## src/rtl/hazard_pkg.sv

```systemverilog
// Shared types for the RV32 hazard / scoreboard unit.
// Forward-select encoding and final-result-source constants.
// No timing of its own; consumed combinationally.
package hazard_pkg;

  typedef enum logic [1:0] {
    FWD_NONE = 2'b00,
    FWD_W    = 2'b01,
    FWD_M    = 2'b10,
    FWD_L    = 2'b11
  } fwd_sel_t;

  localparam logic [1:0] RES_ALU = 2'b00;
  localparam logic [1:0] RES_MEM = 2'b01;
  localparam logic [1:0] RES_PC4 = 2'b10;

endpackage

```

## src/rtl/hazard_scoreboard_long_op_tracker.sv

```systemverilog
// Purpose: countdown tracker and pending-write scoreboard for the single MUL/DIV unit.
// Latency: done asserts exactly max(lat,1) cycles after the issue edge (lat clamped to MAX_LAT).
// Backpressure: none; the caller must hold issue off while busy and not done.
module long_op_tracker
  import hazard_pkg::*;
#(
  parameter int NUM_REGS = 32,
  parameter int REG_AW   = 5,
  parameter int MAX_LAT  = 34,
  parameter int LAT_W    = 6
) (
  input  logic                clk,
  input  logic                rst,
  input  logic                issue,
  input  logic [LAT_W-1:0]    issue_lat,
  input  logic [REG_AW-1:0]   issue_rd,
  output logic                done,
  output logic [REG_AW-1:0]   done_rd,
  output logic                busy,
  output logic [NUM_REGS-1:0] sb
);

  logic [LAT_W-1:0]    count;
  logic [LAT_W-1:0]    eff_lat;
  logic [NUM_REGS-1:0] sb_nxt;

  assign done = (count == LAT_W'(1));
  assign busy = (count != '0);

  // Zero latency still needs one cycle to complete; oversized latencies clamp.
  always_comb begin
    eff_lat = issue_lat;
    if (issue_lat == '0) begin
      eff_lat = LAT_W'(1);
    end else if (issue_lat > LAT_W'(MAX_LAT)) begin
      eff_lat = LAT_W'(MAX_LAT);
    end
  end

  // Completing op clears its bit first so a same-rd reissue leaves it set.
  always_comb begin
    sb_nxt = sb;
    if (done) begin
      sb_nxt[done_rd] = 1'b0;
    end
    if (issue && (issue_rd != '0)) begin
      sb_nxt[issue_rd] = 1'b1;
    end
  end

  // Countdown, captured destination and scoreboard state.
  always_ff @(posedge clk or posedge rst) begin
    if (rst) begin
      count   <= '0;
      done_rd <= '0;
      sb      <= '0;
    end else begin
      sb <= sb_nxt;
      if (issue) begin
        count   <= eff_lat;
        done_rd <= issue_rd;
      end else if (count != '0) begin
        count <= count - LAT_W'(1);
      end
    end
  end

endmodule

```

## src/rtl/hazard_scoreboard.sv

```systemverilog
// Purpose: forwarding, load-use/scoreboard/structural interlocks, branch flush and perf counters.
// Latency: all hazard outputs combinational; counters update on the next clock edge.
// Backpressure: stalls F and F/D while bubbling D/E; a taken branch overrides any stall.
module hazard_scoreboard
  import hazard_pkg::*;
#(
  parameter int NUM_REGS = 32,
  parameter int REG_AW   = 5,
  parameter int MAX_LAT  = 34,
  parameter int LAT_W    = 6,
  parameter int CNT_W    = 32
) (
  input  logic              i_clk,
  input  logic              i_rst,
  input  logic [REG_AW-1:0] i_d_rs1,
  input  logic [REG_AW-1:0] i_d_rs2,
  input  logic              i_d_uses_rs1,
  input  logic              i_d_uses_rs2,
  input  logic [REG_AW-1:0] i_d_rd,
  input  logic              i_d_we,
  input  logic              i_d_long,
  input  logic [REG_AW-1:0] i_e_rs1,
  input  logic [REG_AW-1:0] i_e_rs2,
  input  logic [REG_AW-1:0] i_e_rd,
  input  logic [1:0]        i_e_result_src,
  input  logic              i_e_pc_src,
  input  logic              i_e_long_issue,
  input  logic [LAT_W-1:0]  i_e_long_lat,
  input  logic [REG_AW-1:0] i_m_rd,
  input  logic [REG_AW-1:0] i_w_rd,
  input  logic              i_m_we,
  input  logic              i_w_we,
  output logic [1:0]        o_fwd_a,
  output logic [1:0]        o_fwd_b,
  output logic              o_f_stall,
  output logic              o_fd_stall,
  output logic              o_fd_flush,
  output logic              o_de_flush,
  output logic              o_long_done,
  output logic [REG_AW-1:0] o_long_rd,
  output logic              o_long_busy,
  output logic [CNT_W-1:0]  o_stall_cycles,
  output logic [CNT_W-1:0]  o_flush_events
);

  logic [NUM_REGS-1:0] sb;
  logic load_use, raw, waw, structural, stall;
  logic [CNT_W-1:0] stall_cnt, flush_cnt;

  long_op_tracker #(
    .NUM_REGS (NUM_REGS),
    .REG_AW   (REG_AW),
    .MAX_LAT  (MAX_LAT),
    .LAT_W    (LAT_W)
  ) u_tracker (
    .clk       (i_clk),
    .rst       (i_rst),
    .issue     (i_e_long_issue),
    .issue_lat (i_e_long_lat),
    .issue_rd  (i_e_rd),
    .done      (o_long_done),
    .done_rd   (o_long_rd),
    .busy      (o_long_busy),
    .sb        (sb)
  );

  function automatic fwd_sel_t pick_fwd(
    input logic [REG_AW-1:0] s,
    input logic              m_we,
    input logic [REG_AW-1:0] m_rd,
    input logic              w_we,
    input logic [REG_AW-1:0] w_rd,
    input logic              l_done,
    input logic [REG_AW-1:0] l_rd
  );
    if (s == '0)                return FWD_NONE;
    else if (m_we && m_rd == s) return FWD_M;
    else if (w_we && w_rd == s) return FWD_W;
    else if (l_done && l_rd == s) return FWD_L;
    else                        return FWD_NONE;
  endfunction

  // Operand bypass: memory beats writeback beats long-unit completion.
  always_comb begin
    o_fwd_a = pick_fwd(i_e_rs1, i_m_we, i_m_rd, i_w_we, i_w_rd, o_long_done, o_long_rd);
    o_fwd_b = pick_fwd(i_e_rs2, i_m_we, i_m_rd, i_w_we, i_w_rd, o_long_done, o_long_rd);
  end

  // Interlock sources; a register completing this cycle is already bypassable.
  always_comb begin
    load_use = (i_e_result_src == RES_MEM) && (i_e_rd != '0) &&
               ((i_d_uses_rs1 && i_d_rs1 == i_e_rd) ||
                (i_d_uses_rs2 && i_d_rs2 == i_e_rd));
    raw = (i_d_uses_rs1 && sb[i_d_rs1] && !(o_long_done && o_long_rd == i_d_rs1)) ||
          (i_d_uses_rs2 && sb[i_d_rs2] && !(o_long_done && o_long_rd == i_d_rs2));
    waw        = i_d_we && (i_d_rd != '0) && sb[i_d_rd];
    structural = i_d_long && o_long_busy && !o_long_done;
    stall      = load_use || raw || waw || structural;
  end

  // The stalled decode instruction is on the wrong path when a branch resolves.
  always_comb begin
    o_f_stall  = stall && !i_e_pc_src;
    o_fd_stall = stall && !i_e_pc_src;
    o_fd_flush = i_e_pc_src;
    o_de_flush = stall || i_e_pc_src;
  end

  // Saturating performance counters.
  always_ff @(posedge i_clk or posedge i_rst) begin
    if (i_rst) begin
      stall_cnt <= '0;
      flush_cnt <= '0;
    end else begin
      if (o_f_stall && (stall_cnt != '1)) stall_cnt <= stall_cnt + CNT_W'(1);
      if (i_e_pc_src && (flush_cnt != '1)) flush_cnt <= flush_cnt + CNT_W'(1);
    end
  end

  assign o_stall_cycles = stall_cnt;
  assign o_flush_events = flush_cnt;

endmodule
```

## config.mk

```make
export PLATFORM = sky130hd
export DESIGN_NAME = hazard_scoreboard
export DESIGN_NICKNAME = d
export VERILOG_FILES = /design/src/rtl/hazard_pkg.sv /design/src/rtl/hazard_scoreboard_long_op_tracker.sv /design/src/rtl/hazard_scoreboard.sv
export SDC_FILE = /design/constraint.sdc
export NUM_CORES = 1
export LEC_CHECK = 0
export ABC_AREA = 1
export CORE_MARGIN = 2
export CORE_UTILIZATION = 59
export DETAILED_ROUTE_END_ITERATION = 16
export DONT_BUFFER_PORTS = 1
export PLACE_DENSITY = 0.79
export SKIP_CTS_REPAIR_TIMING = 1
export SYNTH_ARGS = -nofsm -noshare
export SYNTH_HDL_FRONTEND = slang
export SYNTH_SLANG_ARGS = --single-unit
```

## constraint.sdc

```tcl
create_clock -name i_clk -period 4 [get_ports i_clk]
set_clock_uncertainty 0.2 [all_clocks]
set_input_delay 1 -clock i_clk [delete_from_list [all_inputs] [get_ports i_clk]]
set_output_delay 1 -clock i_clk [all_outputs]
set_load 0.05 [all_outputs]
```

==> metrics.md <==
| Metric | Value |
|---|---|
| Clk_lat worst skew | `350 ps` |
| Cell Pwr Density | `377 nW/µm²` |
| CP required | `2800 ps` |
| Setup ws final | `287 ps` |
| Port Buffers | `0` |
| DR pass1 iterations | `5` |
| Non-Filler Instances | `1301` |
| Global-route wire length before repair | `36.2 mm` |
| Final RePlAce weighted congestion | `0.986` |
| Full die area | `14200 µm²` |
| Detailed placer's ending HPWL | `16.3 mm` |
| Post-Syn Area | `7800 µm²` |
| Synth Instances | `1113` |
| Synth cell types | `45` |
| Post-synth top flop | `dfrtp_1` |
| Pre-CTS setup slack | `493 ps` |
| Number of fill cells | `1199` |
| Dominant cell type by area after synthesis | `dfrtp_1` |
| Drc violations | `0` |
| Setup violation total in the final timing report | `0` |
| Drt total wl | `22.2 mm` |
| Worst Setup SP | `u_tracker.count[1]$_DFFE_PP0P_` |
| Die width | `119 µm` |
| Most frequent cell after synthesis | `nand2_1` |
| Fmax achieved | `0.269 GHz` |
| Startpoint types | `flop` |
| Synth area leaders | `dfrtp_1, nand2_1, nand3_1` |
| Reg-to-reg startpoint | `u_tracker.count[1]$_DFFE_PP0P_` |
| Total global-route track usage | `0.318` |
| CP Class | `reg -> out` |
| Static Leak | `3.88 nW` |
| Pin count of the biggest net entering global routing | `68` |
| Area Overhead vs Synth | `7.49%` |
| Worst-margin pin slew | `876 ps` |
| Vias/cell | `approximately 5.9` |
| Register area | `roughly 2700 µm²` |
| Setup TNS | `0 ps` |
| Post-synth EDFFs | `0` |
| WL per Instance | `17.1 µm` |
| Max-slew violations | `0` |
| Maximum vdd drop | `0.000301 V` |
| Initial antenna violation count | `0` |
| Initial core utilization | `0.596` |
| Via count | `7628` |
| Multi-input logic area | `approximately 4300 µm²` |
| Ant diodes | `0` |
| Synth Area per Inst | `7.01 µm²` |
| Gr ovfl total | `0` |
| Rel. slew slack | `0.414` |
| Seq cells post-synth | `107` |
| Setup crit end kind | `primary output` |
| Ys async rst share | `1.00` |
| Vert. Die Dim | `119 µm` |
| Max_cap viols | `0` |
| Vias in the first global route | `between 7k and 8k` |
| Yosys top cell area share | `0.343` |
| Clock buffers created by TritonCTS | `9` |
| H-tree depth | `3` |
| Period utilization | `0.928` |
| Worst-path clk slew | `70 ps` |
| Hold_sp | `u_tracker.sb[31]$_DFF_PP0_` |
| Synth warnings | `0` |
| Total core area | `~13000 µm²` |
| Status | `finished, final reports clean` |
| Worst Path Arrival | `2510 ps` |
| Synth Net Count | `1175` |
| Post-detailed-route count of antenna-violating nets | `0` |
| Hold Fails Final Rpt | `0` |
| Sequential share of the synthesized area | `0.343` |
| Critical-path maximum fanout | `11` |
| CTS max path bufs | `2` |
| CTS root buf | `clkbuf_16` |
| Layout cell share with drive strength beyond 1 | `0.0942` |
| Final net count | `between 1k and 1.5k` |
| Placed Cells | `around 1.3k` |
| Min cycle time layout | `3710 ps` |
| CTS tree | `done` |
| I/O pins | `about 140` |
| Post-layout total power | `3.17 mW` |
| Hold crit path type | `reg -> reg` |
| # rows | `42` |
| CTS sink count | `~110` |
| Unrepaired setup endpoints after global routing | `false` |
| Initial drt markers | `between 900 and 1k` |
| Synth top cells by count | `nand2_1, inv_1, dfrtp_1` |
## critical path, stage by stage, from the launching register on
cell and delay, ps:
dfrtp_1 360, inv_1 120, ha_1 170, nand3_1 120, nor2_4 300, buf_4 280, nand3_2 80, o21a_1 210
nand3_2 160, a31oi_2 110, buf_4 240
## placed cells by master (no fill, tap or decap), types with 22 or more instances in the layout
master   synthesis  final
nor3_1          46     46
a21oi_1         25     25
nor2_1          84     84
nand3_1        103    103
nand2_1        245    245
inv_1          135    134
xnor2_1         35     35
o21ai_0         80     80
buf_4            4     33
xor2_1          46     46
nand2_2         22     22
nand4_1         53     53
dfrtp_1        107    107
## registers in the layout, summed over array words and instances (netlist names)
signal	count
o_flush_events	32
o_stall_cycles	32
u_tracker.sb	32
u_tracker.count	6
u_tracker.done_rd	5
## through the flow
| stage | utilization | cell area, µm² | hold WS [ps] |
|---|---|---|---|
| after floorplan | - | 7820 | 270 |
| after global placement | 0.616 | 8060 | 289 |
| after detailed placement | 0.616 | 8060 | 296 |
| after CTS | 0.641 | 8390 | 312 |
| after global routing | 0.641 | 8390 | 350 |
| final | 0.641 | 8390 | 314 |
## path summary, 6_finish.rpt
kind	endpoint	slack [ps]	cells past startpoint
setup / recovery	o_f_stall	290	10
hold / removal	u_tracker.sb[31]$_DFF_PP0_	310	2
setup reg to reg	o_stall_cycles[21]$_DFFE_PP0P_	860	12
hold reg to reg	u_tracker.sb[31]$_DFF_PP0_	310	2
max in group asynchronous	u_tracker.done_rd[1]$_DFFE_PP0P_	2310	2
min in group asynchronous	o_flush_events[31]$_DFFE_PP0P_	480	1
## power breakdown
part / internal, mW / total [mW] / switching (mW)
clock: 0.574 / 0.987 / 0.414
combinational: 0.224 / 0.695 / 0.471
sequential: 1.18 / 1.48 / 0.299
total: 1.98 / 3.17 / 1.18
## kinds of logic after synthesis
family                   after synthesis  share of synthesized area
AO/OA/AOI/OAI                        148                      0.108
adder cells (fa/ha/maj)                4                    0.00641
flip-flops                           107                      0.343
buffers and inverters                191                      0.107
XOR/XNOR                              81                     0.0909
AND/OR/NAND/NOR                      582                      0.345
## final cells by class
type / instances / area share
Tap cell: 176 / 0.0262
Clock inverter: 6 / 0.0113
Timing Repair Buffer: 34 / 0.0319
Sequential cell: 107 / 0.319
Multi-Input combinational cell: 815 / 0.513
Inverter: 153 / 0.0695
Clock buffer: 10 / 0.0285
## layer usage
| metal | part of all wire | wire [µm] | track usage | up-vias |
|---|---|---|---|---|
| met4 | 0.031 | 697 | 0.119 | 0 |
| met3 | 0.087 | 1940 | 0.0843 | 59 |
| met1 | 0.43 | 9520 | 0.443 | 3522 |
| met5 | 0 | 0 | 0 | - |
| li1 | - | - | - | 3684 |
| met2 | 0.45 | 10000 | 0.475 | 363 |
Power figures use the tool's default switching activity.
